File: config.mk
export PLATFORM = sky130hd
export DESIGN_NAME = frame_buffer_writer
export DESIGN_NICKNAME = d
export VERILOG_FILES = /design/src/rtl/frame_buffer_writer.sv
export SDC_FILE = /design/constraint.sdc
export NUM_CORES = 1
export LEC_CHECK = 0
export ABC_AREA = 1
export CAP_MARGIN = 20
export CORE_AREA = 2 2 80 158
export DETAILED_ROUTE_END_ITERATION = 6
export DIE_AREA = 0 0 82 160
export GPL_TIMING_DRIVEN = 0
export PLACE_DENSITY_LB_ADDON = 0.3
export SETUP_SLACK_MARGIN = 0.2
export SLEW_MARGIN = 10
export SYNTH_ARGS = -nofsm -noshare
export SYNTH_HDL_FRONTEND = slang
export SYNTH_SLANG_ARGS = --single-unit
export TNS_END_PERCENT = 50
File: constraint.sdc
create_clock -name p_clock -period 3.2 [get_ports p_clock]
set_clock_uncertainty 0.1 [all_clocks]
set_input_delay 0.64 -clock p_clock [delete_from_list [all_inputs] [get_ports p_clock]]
set_output_delay 0.64 -clock p_clock [all_outputs]
set_load 0.1 [all_outputs]
File: src/rtl/frame_buffer_writer.sv
// Packs a frame-aligned RGB565 pixel stream to RGB444 and writes it to a BRAM port in raster order.
// Optional ping-pong banking via FB_DOUBLE_BUFFER_EN (adds wr_addr MSB = bank and disp_bank output).
module frame_buffer_writer #(
   parameter int H_RES  = 640,
   parameter int V_RES  = 480,
   parameter int ADDR_W = 19
) (
   input  logic              p_clock,
   input  logic              reset,
   input  logic              capture_en,
   input  logic [15:0]       pixel_data,
   input  logic              pixel_valid,
   input  logic              frame_done,
   input  logic              clear_err,
   output logic              wr_en,
`ifdef FB_DOUBLE_BUFFER_EN
   output logic [ADDR_W:0]   wr_addr,
   output logic              disp_bank,
`else
   output logic [ADDR_W-1:0] wr_addr,
`endif
   output logic [11:0]       wr_data,
   output logic              frame_ready,
   output logic [7:0]        frame_count,
   output logic              overflow,
   output logic              short_frame
);

   localparam int              FRAME_PIXELS_I = H_RES * V_RES;
   localparam logic [ADDR_W:0] FRAME_PIXELS   = FRAME_PIXELS_I[ADDR_W:0];

   typedef enum logic {
      ST_SYNC,
      ST_CAPTURE
   } state_t;

   state_t r_state;
   state_t w_state_next;

   logic              r_wr_en;
`ifdef FB_DOUBLE_BUFFER_EN
   logic [ADDR_W:0]   r_wr_addr;
   logic              r_bank;
   logic              r_disp_bank;
`else
   logic [ADDR_W-1:0] r_wr_addr;
`endif
   logic [11:0]       r_wr_data;
   logic              r_frame_ready;
   logic [7:0]        r_frame_count;
   logic              r_overflow;
   logic              r_short_frame;
   logic [ADDR_W:0]   r_pix_cnt;
   logic              r_ovf_frame;

   logic              w_in_capture;
   logic              w_sync_start;
   logic              w_pix_accept;
   logic              w_pix_excess;
   logic              w_frame_end;
   logic [ADDR_W:0]   w_cnt_eff;
   logic              w_good;
   logic              w_short;
   logic [11:0]       w_rgb444;
   logic              w_unused;

   always_ff @(posedge p_clock) begin
      if (reset) begin
         r_state <= ST_SYNC;
      end else begin
         r_state <= w_state_next;
      end
   end

   always_comb begin
      w_state_next = r_state;
      case (r_state)
         ST_SYNC:    if (frame_done && capture_en)  w_state_next = ST_CAPTURE;
         ST_CAPTURE: if (frame_done && !capture_en) w_state_next = ST_SYNC;
         default:    w_state_next = ST_SYNC;
      endcase
   end

   assign w_in_capture = (r_state == ST_CAPTURE);
   assign w_sync_start = (r_state == ST_SYNC) && frame_done && capture_en;
   assign w_pix_accept = w_in_capture && pixel_valid && (r_pix_cnt <  FRAME_PIXELS);
   assign w_pix_excess = w_in_capture && pixel_valid && (r_pix_cnt == FRAME_PIXELS);
   assign w_frame_end  = w_in_capture && frame_done;

   // A pixel arriving with frame_done belongs to the ending frame, so judge completion on the post-increment count.
   assign w_cnt_eff = r_pix_cnt + {{ADDR_W{1'b0}}, w_pix_accept};
   assign w_good    = w_frame_end && (w_cnt_eff == FRAME_PIXELS) && !(r_ovf_frame || w_pix_excess);
   assign w_short   = w_frame_end && (w_cnt_eff <  FRAME_PIXELS);

   assign w_rgb444  = {pixel_data[15:12], pixel_data[10:7], pixel_data[4:1]};
   assign w_unused  = &{1'b0, pixel_data[11], pixel_data[6:5], pixel_data[0]};

   always_ff @(posedge p_clock) begin
      if (reset) begin
         r_wr_en       <= 1'b0;
         r_wr_addr     <= '0;
         r_wr_data     <= '0;
         r_frame_ready <= 1'b0;
         r_frame_count <= '0;
         r_overflow    <= 1'b0;
         r_short_frame <= 1'b0;
         r_pix_cnt     <= '0;
         r_ovf_frame   <= 1'b0;
`ifdef FB_DOUBLE_BUFFER_EN
         r_bank        <= 1'b0;
         r_disp_bank   <= 1'b0;
`endif
      end else begin
         r_wr_en       <= w_pix_accept;
         r_frame_ready <= w_good;

         if (w_pix_accept) begin
`ifdef FB_DOUBLE_BUFFER_EN
            r_wr_addr <= {r_bank, r_pix_cnt[ADDR_W-1:0]};
`else
            r_wr_addr <= r_pix_cnt[ADDR_W-1:0];
`endif
            r_wr_data <= w_rgb444;
         end

         if (w_sync_start || w_frame_end) begin
            r_pix_cnt <= '0;
         end else if (w_pix_accept) begin
            r_pix_cnt <= r_pix_cnt + 1'b1;
         end

         if (w_frame_end) begin
            r_ovf_frame <= 1'b0;
         end else if (w_pix_excess) begin
            r_ovf_frame <= 1'b1;
         end

         if (w_good) begin
            r_frame_count <= r_frame_count + 8'd1;
`ifdef FB_DOUBLE_BUFFER_EN
            r_bank      <= ~r_bank;
            r_disp_bank <= r_bank;
`endif
         end

         // Error set conditions take priority over a coincident clear.
         if (w_pix_excess) begin
            r_overflow <= 1'b1;
         end else if (clear_err) begin
            r_overflow <= 1'b0;
         end

         if (w_short) begin
            r_short_frame <= 1'b1;
         end else if (clear_err) begin
            r_short_frame <= 1'b0;
         end
      end
   end

   assign wr_en       = r_wr_en;
   assign wr_addr     = r_wr_addr;
   assign wr_data     = r_wr_data;
   assign frame_ready = r_frame_ready;
   assign frame_count = r_frame_count;
   assign overflow    = r_overflow;
   assign short_frame = r_short_frame;
`ifdef FB_DOUBLE_BUFFER_EN
   assign disp_bank   = r_disp_bank;
`endif

endmodule

==> run_results.csv, run 1 <==
group,metric,value,unit
placed_design,gp_congestion,0.935,
route,ant_nets,0,
pwr,p_per_area,473,mW/mm^2
grt,antenna_found_initial,0,
setup_path,path_class,"flip-flop to flip-flop",
route,drt-initial-drc-count,217,
logic_synthesis,synth_edf_count,0,
floorplanning,die_w,82,um
clock_network,tritoncts,"yes",
pwr,p_leak,1.84,nW
setup_path,cp-end-kind,"flip-flop",
logic_synthesis,synth_cell_type_count,33,
setup_path,arrival,3.07,ns
pwr,peakVddDrop,308,uV
setup_path,regToRegStartpoint,"r_pix_cnt[13]$_SDFFE_PP0P_",
timing,fmax,345,MHz
timing,hold_viol,0,
grt,grt_overflow,0,
finish,final_cell_area,0.00465,mm^2
logic_synthesis,synth_nets,533,
logic_synthesis,syn_area_per_cell,6.63,um^2
route,routed_wl,10.3,mm
finish,layout-drive-gt1-share,0.125,
setup_path,r2r_cells,20,
floorplanning,die_h,160,um
logic_synthesis,synth.most_common_cell,"nand2_1",
logic_synthesis,synthCells,506,
clock_network,htreeDepth,3,
logic_synthesis,synth_top_area_frac,0.388,
route,post_drt_wl_per_cell,13.9,um
floorplanning,rows,57,
logic_synthesis,synth.largest_area_cell,"dfxtp_1",
timing,worst_slew_pin_slew,1.01,ns
logic_synthesis,async_reset_ff_frac,0,
timing,rsz0062_at_grt,"no",
clock_network,clk_pin_slew,0.06,ns
placed_design,dp_hpwl,7.54,mm
logic_synthesis,syn_area,0.00336,mm^2
clock_network,numCtsBuffers,9,
setup_path,cp-start-kind,"flip-flop",
setup_path,cp.required,3.38,ns
logic_synthesis,ys_top_cells_by_area,"dfxtp_1, nand2_1, nor2_1, inv_1, a21oi_1",
pwr,total_power,2.20,mW
finish,nNetsFinal,617,
grt,grt_first_pass_wirelength,16.4,mm
clock_network,cts_hold_buf,0,
setup_path,max_stage_delay,0.35,ns
clock_network,worstSkewPairLatency,0.33,ns
setup_path,cp-startpoint,"r_pix_cnt[13]$_SDFFE_PP0P_",
floorplanning,start_util,0.280,
floorplanning,num_io_pins,65,
placed_design,postPlaceCellArea,0.00415,mm^2
logic_synthesis,synth_seq_area_share,0.388,
logic_synthesis,ys_seq_elements,65,
logic_synthesis,ys.flop_type,"dfxtp_1",
setup_path,rr_endpoint,"frame_count[0]$_SDFFE_PP0P_",
logic_synthesis,synthTopCellsByCount,"nand2_1, nor2_1, dfxtp_1, inv_1",
grt,grt_pass1_vias,3248,
floorplanning,dieArea,0.0131,mm^2
finish,syn2layout_area_growth,38.5,%
grt,grt_start_max_net_pins,11,
logic_synthesis,synth_warnings,0,
timing,period_share,0.905,
setup_path,crit_end,"frame_count[0]$_SDFFE_PP0P_",
timing,setup_viol_count_final,0,
outcome,status,"completed",
route,drt_first_pass_iters,5,
route,drc_errors,0,
floorplanning,coreArea,0.0120,mm^2
clock_network,cts_max_path_buffers,2,
route,vias,3481,
timing,maxSlewHeadroom,0.327,
grt,track_usage,0.163,
clock_network,clock_sinks,65,
route,viasPerCell,4.70,
finish,diodes,0,
worst_hold_path,hp-class,"flip-flop to flip-flop",
job,maxCapViolCount,0,
placed_design,io_buffer_count,59,
timing,slew_violations,0,
setup_path,slowest_stage,"dfxtp_1",
setup_path,r2r_slack,0.30,ns
setup_path,cp_cell_sequence,"nand2_2 -> inv_1 -> nand2_1 -> nand3_2 -> nand2_4 -> clkbuf_16 -> ha_4 -> ha_4 -> clkinvlp_4 -> nor2_8 -> nand2_4 -> nor2_2 -> nor2_1 -> nor2_2 -> nand2_2 -> nor2_4 -> buf_4 -> nand3_2 -> and2_0 -> nor2_1",
setup_path,cp_max_fo,7,
clock_network,clockRootBuffer,"clkbuf_16",
timing,period_minus_slack,2.90,ns
-- sequential cells by signal, summed over array words and instances, names as in the netlist, named ones only --
name / cells
frame_count: 8
frame_ready: 1
overflow: 1
r_ovf_frame: 1
r_pix_cnt: 20
short_frame: 1
wr_addr: 19
wr_data: 12
wr_en: 1
-- worst min path at each step --
| stage | startpoint | endpoint | slack, ns | cells past startpoint |
|---|---|---|---|---|
| after floorplan | flip-flop | flip-flop | 0.35 | 2 |
| after global placement | wr_data[3]$_SDFFE_PP0P_ | wr_data[3]$_SDFFE_PP0P_ | 0.35 | 2 |
| after detailed placement | wr_data[6]$_SDFFE_PP0P_ | wr_data[6]$_SDFFE_PP0P_ | 0.36 | 2 |
| after CTS | wr_data[6]$_SDFFE_PP0P_ | wr_data[6]$_SDFFE_PP0P_ | 0.36 | 2 |
| after global routing | wr_data[11]$_SDFFE_PP0P_ | wr_data[11]$_SDFFE_PP0P_ | 0.38 | 2 |
| final | wr_data[5]$_SDFFE_PP0P_ | wr_data[5]$_SDFFE_PP0P_ | 0.36 | 2 |
-- placed cells by master (no fill, tap or decap), types with 2 or more instances in the layout --
cell	n
clkbuf_1	9
nand2_1	128
ha_1	3
nand3_2	5
buf_2	2
clkinv_2	2
nand2_2	10
dfxtp_2	2
nor3_1	9
inv_1	54
buf_4	14
nand4_1	7
nand2_4	3
a211oi_1	17
clkdlybuf4s50_1	58
clkbuf_16	10
nor2_1	73
dfxtp_1	63
nand3_1	30
o21ai_0	20
ha_4	2
xor2_1	6
nor2_4	5
clkbuf_8	2
buf_1	2
nor2_2	10
a21oi_1	33
-- where the power goes --
part	switching [mW]	internal (mW)	leakage [nW]	total [mW]
sequential	0.0144	0.836	0.528	0.850
clock	0.361	0.639	0.148	1.00
combinational	0.257	0.0922	1.17	0.349
-- final cells by class --
cell class              instances  area (um^2)
repair buffers                 73          688
multi-input cells             370         1870
plain buffers                  14         86.3
flip-flops and latches         65         1300
fillers                      1272         7330
clock inverters                 3         40.0
inverters                      57          218
clock buffers                  12          256
well taps                     147          184
-- stage by stage --
stage               TNS (ns)  hold slack [ns]  utilization  instances  worst slack (ns)
detailed placement     -7.39            0.357        0.346        712            -0.792
finish                     0            0.363        0.388        741             0.305
floorplan                  0            0.352            -        506             0.215
CTS                        0            0.364        0.383        735             0.330
global route               0            0.381        0.388        741             0.168
global placement       -7.40            0.348        0.346        712            -0.794
-- metal layers --
metal  wire length, um  GRT usage  up-vias
met5                 0          0        -
met4               240     0.0591        0
met3               525     0.0339       13
met2              5010      0.259       94
met1              4560      0.214     1581
li1                  -          -     1793
-- cell families (layout without fill, tap and decap cells) --
logic type | count (synthesis) | in the layout | share of synthesized area
and+or+nand+nor | 285 | 285 | 0.369
buffers and inverters | 71 | 159 | 0.0831
AOI/OAI and AO/OA | 74 | 74 | 0.126
DFF | 65 | 65 | 0.388
xor gates and xnor gates | 6 | 6 | 0.0157
adders and majority gates | 5 | 5 | 0.0186
-- what timing repair did --
item	CTS	global route
endpoints found under the setup margin	10	9
gates resized for setup	22	9
pin swaps	15	10
setup buffers	8	5
cloned	0	1
-- worst max-delay path, delay by kind of cell (launching register included) --
family                   cells  cell delay [ns]
AND/OR/NAND/NOR             14             1.64
buffers and inverters        4             0.45
adder cells (fa/ha/maj)      2             0.29
flip-flops                   1             0.35
Note: power is estimated with default switching activity, not from simulation.
==> inputs of run 2 (changes only) <==
--- a/config.mk
+++ b/config.mk
@@ -10,6 +10,7 @@
 export CORE_AREA = 2 2 80 158
 export DETAILED_ROUTE_END_ITERATION = 6
 export DIE_AREA = 0 0 82 160
+export DONT_BUFFER_PORTS = 1
 export GPL_TIMING_DRIVEN = 0
 export PLACE_DENSITY_LB_ADDON = 0.3
 export SETUP_SLACK_MARGIN = 0.2
==> run_results.csv, run 2 (synthesis results as in run 1) <==
group,metric,value,unit
outcome,status,"completed",
pwr,peakVddDrop,368,uV
floorplanning,start_util,0.280,
timing,period_share,0.872,
timing,worst_slew_pin_slew,1.10,ns
grt,antenna_found_initial,0,
setup_path,rr_endpoint,"frame_count[3]$_SDFFE_PP0P_",
route,drt-initial-drc-count,210,
timing,hold_slack,0.350,ns
grt,grt_first_pass_wirelength,15.8,mm
timing,hold_viol,0,
worst_hold_path,hp-class,"input pin to flip-flop",
placed_design,io_buffer_count,0,
timing,maxSlewHeadroom,0.263,
finish,final_util,0.330,
clock_network,worstSkewPairLatency,0.33,ns
clock_network,clockRootBuffer,"clkbuf_16",
placed_design,gp_congestion,0.925,
clock_network,cts_max_path_buffers,2,
timing,tns,0,ns
clock_network,tritoncts,"yes",
grt,track_usage,0.159,
setup_path,cp-end-kind,"flip-flop",
job,maxCapViolCount,0,
finish,largest_reg_flops,20,
finish,nFillCells,1325,
clock_network,clk_pin_slew,0.06,ns
setup_path,cp-start-kind,"flip-flop",
setup_path,r2r_cells,21,
route,vias,3201,
placed_design,preCtsSetupSlack,-0.285,ns
finish,layout_common_cells,"nand2_1, nor2_1, dfxtp_1, inv_1",
setup_path,r2r_slack,0.41,ns
route,routed_wl,9.88,mm
setup_path,arrival,2.96,ns
clock_network,htreeDepth,3,
route,viasPerCell,4.75,
worst_hold_path,min_to,"wr_data[1]$_SDFFE_PP0P_",
floorplanning,rows,57,
timing,setup_viol_count_final,0,
floorplanning,die_w,82,um
floorplanning,num_io_pins,65,
setup_path,path_class,"flip-flop to flip-flop",
setup_path,cp_max_fo,10,
finish,diodes,0,
pwr,p_leak,1.58,nW
finish,nNetsFinal,549,
route,drt_first_pass_iters,5,
placed_design,dp_hpwl,7.51,mm
timing,period_minus_slack,2.79,ns
setup_path,cp.required,3.38,ns
grt,grt_overflow,0,
worst_hold_path,whs_path_depth,2,
timing,slew_violations,0,
pwr,p_per_area,553,mW/mm^2
timing,rsz0062_at_grt,"no",
floorplanning,die_h,160,um
floorplanning,dieArea,0.0131,mm^2
finish,syn2layout_area_growth,17.7,%
grt,grt_start_max_net_pins,12,
clock_network,clock_sinks,65,
route,ant_nets,0,
route,drc_errors,0,
worst_hold_path,hold_start,"pixel_data[2]",
route,post_drt_wl_per_cell,14.7,um
finish,top_register,"r_pix_cnt",
finish,layout_commonest_cell,"nand2_1",
timing,fmax,359,MHz
clock_network,numCtsBuffers,9,
finish,layout-drive-gt1-share,0.101,
setup_path,regToRegStartpoint,"r_pix_cnt[13]$_SDFFE_PP0P_",
timing,setup_slack,0.411,ns
floorplanning,coreArea,0.0120,mm^2
grt,grt_pass1_vias,3052,
## run 2: repair_timing
| action | CTS | global route |
|---|---|---|
| pin swaps | 2 | 3 |
| resized for setup | 6 | 9 |
| setup endpoints to repair | 10 | 10 |
| hold buffers | 0 | 0 |
| setup buffers | 1 | 4 |
## run 2: worst max-delay path, cell delays in order, from the launching register on
cell and delay, ns:
dfxtp_1 0.34, nand2_2 0.11, inv_1 0.05, nand2_1 0.08, nand3_1 0.12, nand2_4 0.10
buf_8 0.15, ha_4 0.17, ha_4 0.16, inv_2 0.08, nor2_8 0.17, nand2_4 0.10
nor2_1 0.12, nor2_1 0.05, nor2_2 0.12, nand2_2 0.09, nor2_4 0.16, nand3_2 0.12
buf_6 0.16, nand2_1 0.05, nand2_1 0.06, nor2_2 0.08
## run 2: through the flow
stage | cells | power, mW | cell area, um^2
after floorplan | 506 | 1.11 | 3370
after global placement | 653 | 1.14 | 3550
after detailed placement | 653 | 1.15 | 3550
after CTS | 670 | 2.21 | 3900
after global routing | 674 | 2.25 | 3950
final | 674 | 2.18 | 3950
## run 2: final cells by class
class / instances / area, um^2 / share of cell area
multi-input cells: 370 / 1820 / 0.461
flip-flops and latches: 65 / 1310 / 0.331
clock buffers: 11 / 233 / 0.0589
inverters: 57 / 214 / 0.0541
well taps: 147 / 184 / 0.0465
clock inverters: 5 / 80.1 / 0.0203
plain buffers: 14 / 76.3 / 0.0193
repair buffers: 5 / 37.5 / 0.00950
## run 2: per-layer routing
metal / global-route usage / wire length, um / up-vias
met5: 0 / 0 / -
met3: 0.0395 / 507 / 13
met4: 0.0629 / 184 / 0
met2: 0.247 / 4730 / 90
met1: 0.207 / 4460 / 1434
li1: - / - / 1664
## run 2: worst max-delay path by stage
stage                               start                          end  slack [ns]  cells past startpoint
2_1_floorplan                 pixel_valid  frame_count[2]$_SDFFE_PP0P_        0.21                     19
3_3_place_gp                  pixel_valid  frame_count[0]$_SDFFE_PP0P_       -0.29                     18
3_5_place_dp                  pixel_valid  frame_count[2]$_SDFFE_PP0P_       -0.29                     19
4_1_cts        r_pix_cnt[12]$_SDFFE_PP0P_  frame_count[3]$_SDFFE_PP0P_        0.22                     21
5_1_grt        r_pix_cnt[13]$_SDFFE_PP0P_  frame_count[3]$_SDFFE_PP0P_        0.20                     21
6_report       r_pix_cnt[13]$_SDFFE_PP0P_  frame_count[3]$_SDFFE_PP0P_        0.41                     21
## run 2: power breakdown
group	total (mW)	leakage [nW]	switching (mW)	internal, mW
clock	1.05	0.146	0.369	0.681
sequential	1.03	0.529	0.193	0.836
combinational	0.105	0.908	0.0695	0.0359
total	2.18	1.58	0.631	1.55
